--- config.mk ---
export PLATFORM = sky130hd
export DESIGN_NAME = mux16_rr_arbiter
export DESIGN_NICKNAME = d
export VERILOG_FILES = /design/src/rtl/mux_arb_pkg.sv /design/src/rtl/mux_16cross1.sv /design/src/rtl/rr_pick16.sv /design/src/rtl/mux16_rr_arbiter.sv
export SDC_FILE = /design/constraint.sdc
export NUM_CORES = 1
export LEC_CHECK = 0
export BUFFER_PORTS_ARGS = -buffer_cell sky130_fd_sc_hd__buf_2
export CAP_MARGIN = 0
export CORE_MARGIN = 2
export CORE_UTILIZATION = 45
export CTS_BUF_LIST = sky130_fd_sc_hd__clkbuf_8
export CTS_CLUSTER_SIZE = 8
export DETAILED_ROUTE_END_ITERATION = 10
export GPL_TIMING_DRIVEN = 0
export PLACE_DENSITY = 0.71
export SLEW_MARGIN = 40
export SYNTH_ARGS = -nofsm -noshare
export SYNTH_HDL_FRONTEND = slang
export SYNTH_SLANG_ARGS = --single-unit
export TNS_END_PERCENT = 30
--- constraint.sdc ---
create_clock -name clk -period 5.7 [get_ports clk]
set_input_delay 0.57 -clock clk [delete_from_list [all_inputs] [get_ports clk]]
set_output_delay 0.57 -clock clk [all_outputs]
set_load 0.02 [all_outputs]
--- src/rtl/mux_arb_pkg.sv ---
// Shared constants, state type and helpers for the 16-requester round-robin
// arbiter in front of the 16:1 single-bit mux.
package mux_arb_pkg;

  localparam int unsigned NUM_REQ = 16;
  localparam int unsigned SEL_W   = 4;

  typedef enum logic {
    IDLE = 1'b0,
    BUSY = 1'b1
  } state_t;

  function automatic logic [NUM_REQ-1:0] onehot16(input logic [SEL_W-1:0] idx);
    logic [NUM_REQ-1:0] v;
    v = '0;
    v[idx] = 1'b1;
    return v;
  endfunction

endpackage

--- src/rtl/mux_16cross1.sv ---
// Plain 16:1 single-bit mux shared by the arbitrated requesters.
module mux_16cross1
  import mux_arb_pkg::*;
(
  input  logic [NUM_REQ-1:0] d,
  input  logic [SEL_W-1:0]   s,
  output logic               y
);

  assign y = d[s];

endmodule

--- src/rtl/rr_pick16.sv ---
// Combinational round-robin pick: first set request at or after ptr (mod 16).
module rr_pick16
  import mux_arb_pkg::*;
(
  input  logic [NUM_REQ-1:0] req,
  input  logic [SEL_W-1:0]   ptr,
  output logic               found,
  output logic [SEL_W-1:0]   idx
);

  logic [2*NUM_REQ-1:0] w_dbl;
  logic [NUM_REQ-1:0]   w_rot;
  logic [SEL_W-1:0]     w_off;

  // Doubling the vector turns the rotate into a plain right shift.
  assign w_dbl = {req, req};
  assign w_rot = NUM_REQ'(w_dbl >> ptr);

  always_comb begin
    w_off = '0;
    for (int unsigned i = 0; i < NUM_REQ; i++) begin
      if (w_rot[NUM_REQ-1-i]) begin
        w_off = SEL_W'(NUM_REQ-1-i);
      end
    end
  end

  assign found = |w_rot;
  assign idx   = ptr + w_off;

endmodule

--- src/rtl/mux16_rr_arbiter.sv ---
// Round-robin arbiter with bounded bursts that owns the select of a 16:1 mux
// and presents the chosen data bit with a valid flag downstream.
module mux16_rr_arbiter
  import mux_arb_pkg::*;
#(
  parameter int unsigned MAX_HOLD = 8,
  parameter int unsigned CNT_W    = 8
) (
  input  logic               clk,
  input  logic               rst_n,
  input  logic [NUM_REQ-1:0] req,
  input  logic [NUM_REQ-1:0] data,
  output logic [NUM_REQ-1:0] gnt,
  output logic [SEL_W-1:0]   sel,
  output logic               valid,
  output logic               y,
  output logic               burst_end
);

  localparam logic [CNT_W-1:0] HOLD_MAX = CNT_W'(MAX_HOLD);
  localparam logic             ONE_SHOT = (MAX_HOLD == 1);

  if (MAX_HOLD < 1 || MAX_HOLD > 255 || (64'(1) << CNT_W) <= 64'(MAX_HOLD)) begin : g_bad_param
    $error("mux16_rr_arbiter: MAX_HOLD must be 1..255 and fit in CNT_W bits");
  end

  state_t             r_state;
  logic [SEL_W-1:0]   r_ptr;
  logic [CNT_W-1:0]   r_cnt;
  logic [NUM_REQ-1:0] r_gnt;
  logic [SEL_W-1:0]   r_sel;
  logic               r_valid;
  logic               r_burst_end;

  logic               w_hold_req;
  logic               w_at_max;
  logic               w_end;
  logic [SEL_W-1:0]   w_ptr_after;
  logic [SEL_W-1:0]   w_arb_ptr;
  logic               w_found;
  logic [SEL_W-1:0]   w_pick;
  logic [CNT_W-1:0]   w_cnt_inc;
  logic               w_mux_y;

  state_t             w_nxt_state;
  logic [SEL_W-1:0]   w_nxt_ptr;
  logic [CNT_W-1:0]   w_nxt_cnt;
  logic [NUM_REQ-1:0] w_nxt_gnt;
  logic [SEL_W-1:0]   w_nxt_sel;
  logic               w_nxt_valid;
  logic               w_nxt_be;
  logic               w_grant;

  assign w_hold_req  = req[r_sel];
  assign w_at_max    = (r_cnt == HOLD_MAX);
  assign w_end       = (r_state == BUSY) && (!w_hold_req || w_at_max);
  assign w_ptr_after = r_sel + 1'b1;
  assign w_cnt_inc   = r_cnt + 1'b1;

  // Re-arbitration at the end of a burst already uses the advanced pointer,
  // so the outgoing requester lands at lowest priority in the same edge.
  assign w_arb_ptr = (r_state == BUSY) ? w_ptr_after : r_ptr;

  rr_pick16 u_pick (
    .req   (req),
    .ptr   (w_arb_ptr),
    .found (w_found),
    .idx   (w_pick)
  );

  always_comb begin
    w_nxt_state = r_state;
    w_nxt_ptr   = r_ptr;
    w_nxt_cnt   = r_cnt;
    w_nxt_gnt   = r_gnt;
    w_nxt_sel   = r_sel;
    w_nxt_valid = r_valid;
    w_nxt_be    = 1'b0;
    w_grant     = 1'b0;

    unique case (r_state)
      IDLE: begin
        w_grant = w_found;
      end
      BUSY: begin
        if (w_end) begin
          w_nxt_ptr = w_ptr_after;
          w_grant   = w_found;
          // A burst that already hit its limit has pulsed burst_end; no second pulse.
          w_nxt_be  = !w_hold_req && !w_at_max;
          if (!w_found) begin
            w_nxt_state = IDLE;
            w_nxt_gnt   = '0;
            w_nxt_valid = 1'b0;
            w_nxt_cnt   = '0;
          end
        end else begin
          w_nxt_cnt = w_cnt_inc;
          w_nxt_be  = (w_cnt_inc == HOLD_MAX);
        end
      end
      default: begin
        w_nxt_state = IDLE;
      end
    endcase

    if (w_grant) begin
      w_nxt_state = BUSY;
      w_nxt_gnt   = onehot16(w_pick);
      w_nxt_sel   = w_pick;
      w_nxt_valid = 1'b1;
      w_nxt_cnt   = CNT_W'(1);
      w_nxt_be    = w_nxt_be | ONE_SHOT;
    end
  end

  always_ff @(posedge clk or negedge rst_n) begin
    if (!rst_n) begin
      r_state     <= IDLE;
      r_ptr       <= '0;
      r_cnt       <= '0;
      r_gnt       <= '0;
      r_sel       <= '0;
      r_valid     <= 1'b0;
      r_burst_end <= 1'b0;
    end else begin
      r_state     <= w_nxt_state;
      r_ptr       <= w_nxt_ptr;
      r_cnt       <= w_nxt_cnt;
      r_gnt       <= w_nxt_gnt;
      r_sel       <= w_nxt_sel;
      r_valid     <= w_nxt_valid;
      r_burst_end <= w_nxt_be;
    end
  end

  mux_16cross1 u_mux (
    .d (data),
    .s (r_sel),
    .y (w_mux_y)
  );

  assign gnt       = r_gnt;
  assign sel       = r_sel;
  assign valid     = r_valid;
  assign burst_end = r_burst_end;
  assign y         = w_mux_y & r_valid;

endmodule

==> results of run 1 <==
==> critical path, cell delays in order, from the launching register on <==
cell and delay [ns]:
dfrtp_1 0.45, ha_1 0.24, xnor2_1 0.19, nand2_1 0.08, o21ai_1 0.33, buf_2 0.38
mux2i_1 0.43, nand2b_1 0.09, a21bo_2 0.21, a21o_1 0.17, a211oi_1 0.20, o21ai_0 0.16
o211ai_1 0.12, a32o_1 0.22, ha_1 0.25, inv_1 0.07, fa_1 0.67, nor2_1 0.13
and3_1 0.22, a32o_1 0.25
==> worst paths after layout <==
kind	start	end	slack, ns	cells after the start
max	sel[0]	gnt[14]	0.72	19
min	rst_n	r_cnt[4]	0.21	1
max reg2reg	sel[0]	gnt[14]	0.72	19
min reg2reg	gnt[8]	gnt[8]	0.49	2
max in group asynchronous	rst_n	r_ptr[2]	5.17	1
min in group clk	gnt[8]	gnt[8]	0.49	2
==> cells in the mapped netlist, types with 7 or more instances <==
library cell  count  area (um^2)
nand3_1          24        120.1
a21oi_1          13        65.06
ha_1              7        87.58
o21ai_1           9        45.04
nor2_1           16        60.06
and3_1            8        50.05
mux4_2           26        585.6
inv_1            10        37.54
a32o_1            9        90.09
o21ai_0          12        60.06
dfrtp_1          35        875.8
nand2_1          24        90.09
mux2i_1          15        150.1
==> routing by layer <==
layer  share of wire, %  up-vias
li1                   -     1287
met1                 43     1374
met2                 50       90
met3                5.3        9
met4                1.3        0
met5                  0        -
==> cell families after synthesis <==
| family | after synthesis | share of synthesized area, % |
|---|---|---|
| simple gates | 95 | 15.62 |
| compound gates | 77 | 18.54 |
| buf+inv | 25 | 3.857 |
| flops | 35 | 27.55 |
| mux | 49 | 26.25 |
| xor+xnor | 12 | 4.802 |
| fa+ha+maj | 8 | 3.384 |
==> registers in the layout, summed over array words and instances, names as in the netlist <==
signal     count
sel            4
r_cnt          8
r_ptr          4
r_state        1
burst_end      1
valid          1
gnt           16
==> final cells by class <==
cell class	instances	area, um^2
inverters	11	41.29
clock inverters	1	7.507
fillers	623	3146
repair buffers	56	282.8
clock buffers	7	96.34
well taps	96	120.1
flip-flops and latches	35	875.8
multi-input cells	241	2181
plain buffers	14	81.33
==> per-stage QoR <==
| stage | util, % | hold slack (ns) | setup WS, ns | cell area [um^2] | instances |
|---|---|---|---|---|---|
| floorplan | - | 0.2744 | 1.291 | 3179 | 301 |
| global placement | 52.40 | 0.4683 | 0.7339 | 3580 | 453 |
| detailed placement | 52.40 | 0.4789 | 0.7512 | 3580 | 453 |
| CTS | 53.92 | 0.3773 | 0.7131 | 3684 | 461 |
| global route | 53.96 | 0.2458 | 0.3082 | 3686 | 461 |
| finish | 53.96 | 0.2143 | 0.7202 | 3686 | 461 |
==> key figures, run 1 <==
Clock tree
  – Hold-fix buffers, CTS: 0
  – Sink Count: 35
  – H-Tree Depth: 2
  – CTS tree: yes
  – Clock root cell: clkbuf_8
  – Longest Clk Path Bufs: 2
  – Post-CTS Setup Bufs: 0
  – Clock latency on the worst-skew pair: around 0.30 ns
  – CTS buffer count: 5
  – CTS clk-pin slew, worst paths: roughly 0.07 ns
  – Resized cells post-CTS: 0

Layout
  – Final Net Count: around 410
  – Diode count: 0
  – Layout cells sized above 1: 33.97%
  – Layout area overhead: 15.94%
  – Commonest cells after routing, fill and taps aside: 60 x buf_2, 35 x dfrtp_1, 26 x mux4_2
  – Commonest non-fill, non-tap cell in the layout: buf_2

Routing
  – WL/cell: approximately 17 um
  – Initial DRC Count: 191
  – DR vias: 2760
  – Antenna Nets Post-Route: 0
  – Pre-antenna DRT Iters: 4
  – Routed Wire Length: between 7 and 8 mm
  – Drt via density: between 5 and 6
  – Drt drc: 0

Logic synthesis
  – Synth Area per Inst: around 11 um^2
  – Mapped Area: 3179 um^2
  – Share of flip-flops with an asynchronous set or reset: 100.0%
  – Ys flop type: dfrtp_1
  – Yosys cell types: between 60 and 70
  – Cells after synthesis: between 300 and 400
  – Post-synth EDFFs: 0
  – #FFs+latches synth: 35
  – Syn nets: 343
  – Seq/Total Area, Yosys: 27.55%
  – Warnings from Yosys: 0

Global routing
  – GRT Util Overall: around 22%
  – Met1 usage: 28.59%
  – Vias in the first global route: 2723
  – Grt ovf: 0
  – Pin count of the biggest net entering global routing: 36
  – Most used routing layer: met2
  – First-pass GRT wire length: 13.09 mm
  – Met3 Use GR: under 10%
  – Initial antenna violation count: 0
  – Met2 Usage GRT: 35.61%

Worst setup path
  – Critical path fanouts, max: 10
  – CP arrival: 5.17 ns
  – Worst EP required: 5.89 ns
  – Crit start category: flop
  – Worst setup EP type: flop
  – Crit Path Category: reg2reg

Worst hold path
  – Worst Hold Class: in2async

STA
  – Final setup fails: 0
  – Tmin final: 4.980 ns
  – Worst slew pin tran: approximately 0.74 ns
  – Pins over their slew limit: 0
  – Relative slew margins: 50.40%
  – Clk_skew: 0.007112 ns
  – RSZ-0062 raised after global routing: false
  – Hold Violations, Final: 0
  – TNS Setup: 0 ns
  – Max Freq: 200.8 MHz
  – Final Cycle Share: a little under 90%

Floorplan
  – Num ports: 57
  – Die span in x: 88.06 um
  – Starting Density: 46.54%
  – Die height: 88.06 um
  – Core Area: 6832 um^2
  – # rows: 30
  – DIE AREA: 7754 um^2

Placement
  – Port buffer count: 56
  – Placer Congestion: approximately 0.91
  – HPWL Detailed: 6.046 mm

Run
  – Max-Cap Viols: 0

Run status
  – Status: completed
Power of run 1 is not shown: default switching activity piles up to over one toggle a cycle in this logic, so the estimate is an artifact.
==> run 2: changes to the inputs <==
Settings changed: CORE_UTILIZATION 45 to 55, PLACE_DENSITY 0.71 to 0.83.
Clock period 5.7 ns to 5.6 ns, I/O delays scaled along.
==> run 2 against run 1 <==
  * Sequential cell count unchanged
  * Cell area is 0.58% lower
  * Global-route usage up 4.4 points
  * Via count rose by 2.0%
  * Sequential share of layout area up 0.14 points
  * Die area down 17%
  * Wire length down 1.2%
  * Critical path type unchanged
  * Largest cell class unchanged
  * Highest routed layer unchanged
==> key figures, run 2 (same netlist as run 1, synthesis figures left out) <==
Floorplan
  – DIE AREA: 6405 um^2
  – Starting Density: approximately 57%
  – Num ports: 57
  – # rows: 27
  – Die height: 80.03 um
  – Core Area: between 5000 and 6000 um^2
  – Die span in x: 80.03 um

Worst setup path
  – Worst setup EP type: flop
  – Worst EP required: 5.78 ns
  – Cells along the critical path: ha_1, xnor2_1, nand2_1, o21ai_1, buf_2, mux2i_1, a21bo_2, a21o_1, a211oi_1, o21ai_0, o211ai_1, a32o_1, ha_1, inv_1, fa_1, nor2_1, and3_1, a32o_1
  – CP peak stage delay: ~0.68 ns
  – Worst R2R Path Depth: 18
  – FF-to-FF setup slack: 0.65 ns
  – R2r startpoint: sel[0]
  – CP arrival: 5.13 ns
  – Critical-path top delay cell: fa_1
  – Critical path fanouts, max: 10
  – Crit Path Category: reg2reg
  – Reg2reg end: gnt[14]
  – Crit start category: flop

Layout
  – Fin cells: 437
  – Commonest cells after routing, fill and taps aside: 60 x buf_2, 35 x dfrtp_1, 26 x mux4_2
  – Commonest non-fill, non-tap cell in the layout: buf_2
  – Layout cells sized above 1: about a third
  – Final Net Count: 406
  – Diode count: 0
  – Number of flip-flops in the largest register: 16
  – Layout area overhead: 15.27%

Clock tree
  – Hold-fix buffers, CTS: 0
  – CTS clk-pin slew, worst paths: around 0.080 ns
  – CTS buffer count: 5
  – Longest Clk Path Bufs: 2
  – CTS tree: yes
  – Post-CTS Setup Bufs: 0
  – Resized cells post-CTS: 0
  – Clock root cell: clkbuf_8
  – Clock latency on the worst-skew pair: 0.30 ns
  – H-Tree Depth: 2
  – Sink Count: 35

STA
  – RSZ-0062 raised after global routing: false
  – Hold Violations, Final: 0
  – Final setup fails: 0
  – Worst slew pin tran: 0.7174 ns
  – TNS Setup: 0 ns
  – Pins over their slew limit: 0
  – Max Freq: 202.0 MHz
  – Relative slew margins: 51.83%
  – Final Cycle Share: 88.39%
  – Clk_skew: between 0.01 and 0.015 ns
  – Tmin final: 4.950 ns
  – Final WS setup: 0.6502 ns

Routing
  – Drt drc: 0
  – WL/cell: 17.75 um
  – Routed Wire Length: 7.756 mm
  – Antenna Nets Post-Route: 0
  – Drt via density: 6.442
  – DR vias: 2815
  – Pre-antenna DRT Iters: 6
  – Initial DRC Count: 178

Global routing
  – Grt ovf: 0
  – First-pass GRT wire length: 12.95 mm
  – Vias in the first global route: 2710
  – GRT Util Overall: 25.93%
  – Initial antenna violation count: 0
  – Pin count of the biggest net entering global routing: 36

Placement
  – Pre-CTS setup slack: 0.7069 ns
  – HPWL Detailed: 6.013 mm
  – Placed cell count: about 430
  – Placer Congestion: 0.9399
  – Port buffer count: between 50 and 60

Worst hold path
  – Worst Hold Class: in2async

Run status
  – Status: completed

Run
  – Max-Cap Viols: 0
## run 2: cell types whose count changed in the layout (fill, tap and decap cells not counted), sizes merged
cell      previous run  this run
clkbuf              12        10
clkinv               0         2
clkinvlp             1         0
bufinv               0         1
## run 2: final cells by class
class,count,area (um^2)
fill,429,1876
clock inverter,3,43.79
multi-input combinational,241,2181
clock buffer,5,68.82
inverter,11,41.29
sequential,35,875.8
timing repair buffer,56,282.8
buffer,14,81.33
tap,72,90.09
## run 2: worst max path at each step
stage	start	endpoint	slack, ns	cells past startpoint
after floorplan	sel[0]	gnt[14]	1.19	19
after global placement	sel[0]	gnt[6]	0.72	18
after detailed placement	sel[0]	gnt[13]	0.71	17
after CTS	sel[0]	gnt[14]	0.67	18
after global routing	sel[0]	gnt[14]	0.31	18
final	sel[0]	gnt[14]	0.65	18
## run 2: critical path, delay by kind of cell, from the launching register on
kind / cells / cell delay (ns)
DFF: 1 / 0.47
muxes: 1 / 0.43
buffers and inverters: 2 / 0.46
adders and majority gates: 3 / 1.16
xor gates and xnor gates: 1 / 0.19
and+or+nand+nor: 3 / 0.40
AOI/OAI and AO/OA: 8 / 1.71
## run 2: per-layer routing
layer	up-vias	wire length (um)	global-route usage, %
li1	1292	-	-
met1	1397	3310	34.87
met2	109	3929	43.75
met3	17	398	4.525
met4	0	117	6.271
met5	-	0	0
## run 2: metrics by stage
stage | utilization [%] | area [um^2] | hold slack [ns]
floorplan | - | 3179 | 0.2644
global placement | 64.07 | 3550 | 0.4694
detailed placement | 64.07 | 3550 | 0.4708
CTS | 66.10 | 3662 | 0.3577
global route | 66.15 | 3665 | 0.2349
finish | 66.15 | 3665 | 0.2079
Power of run 2 is left out for the same reason.
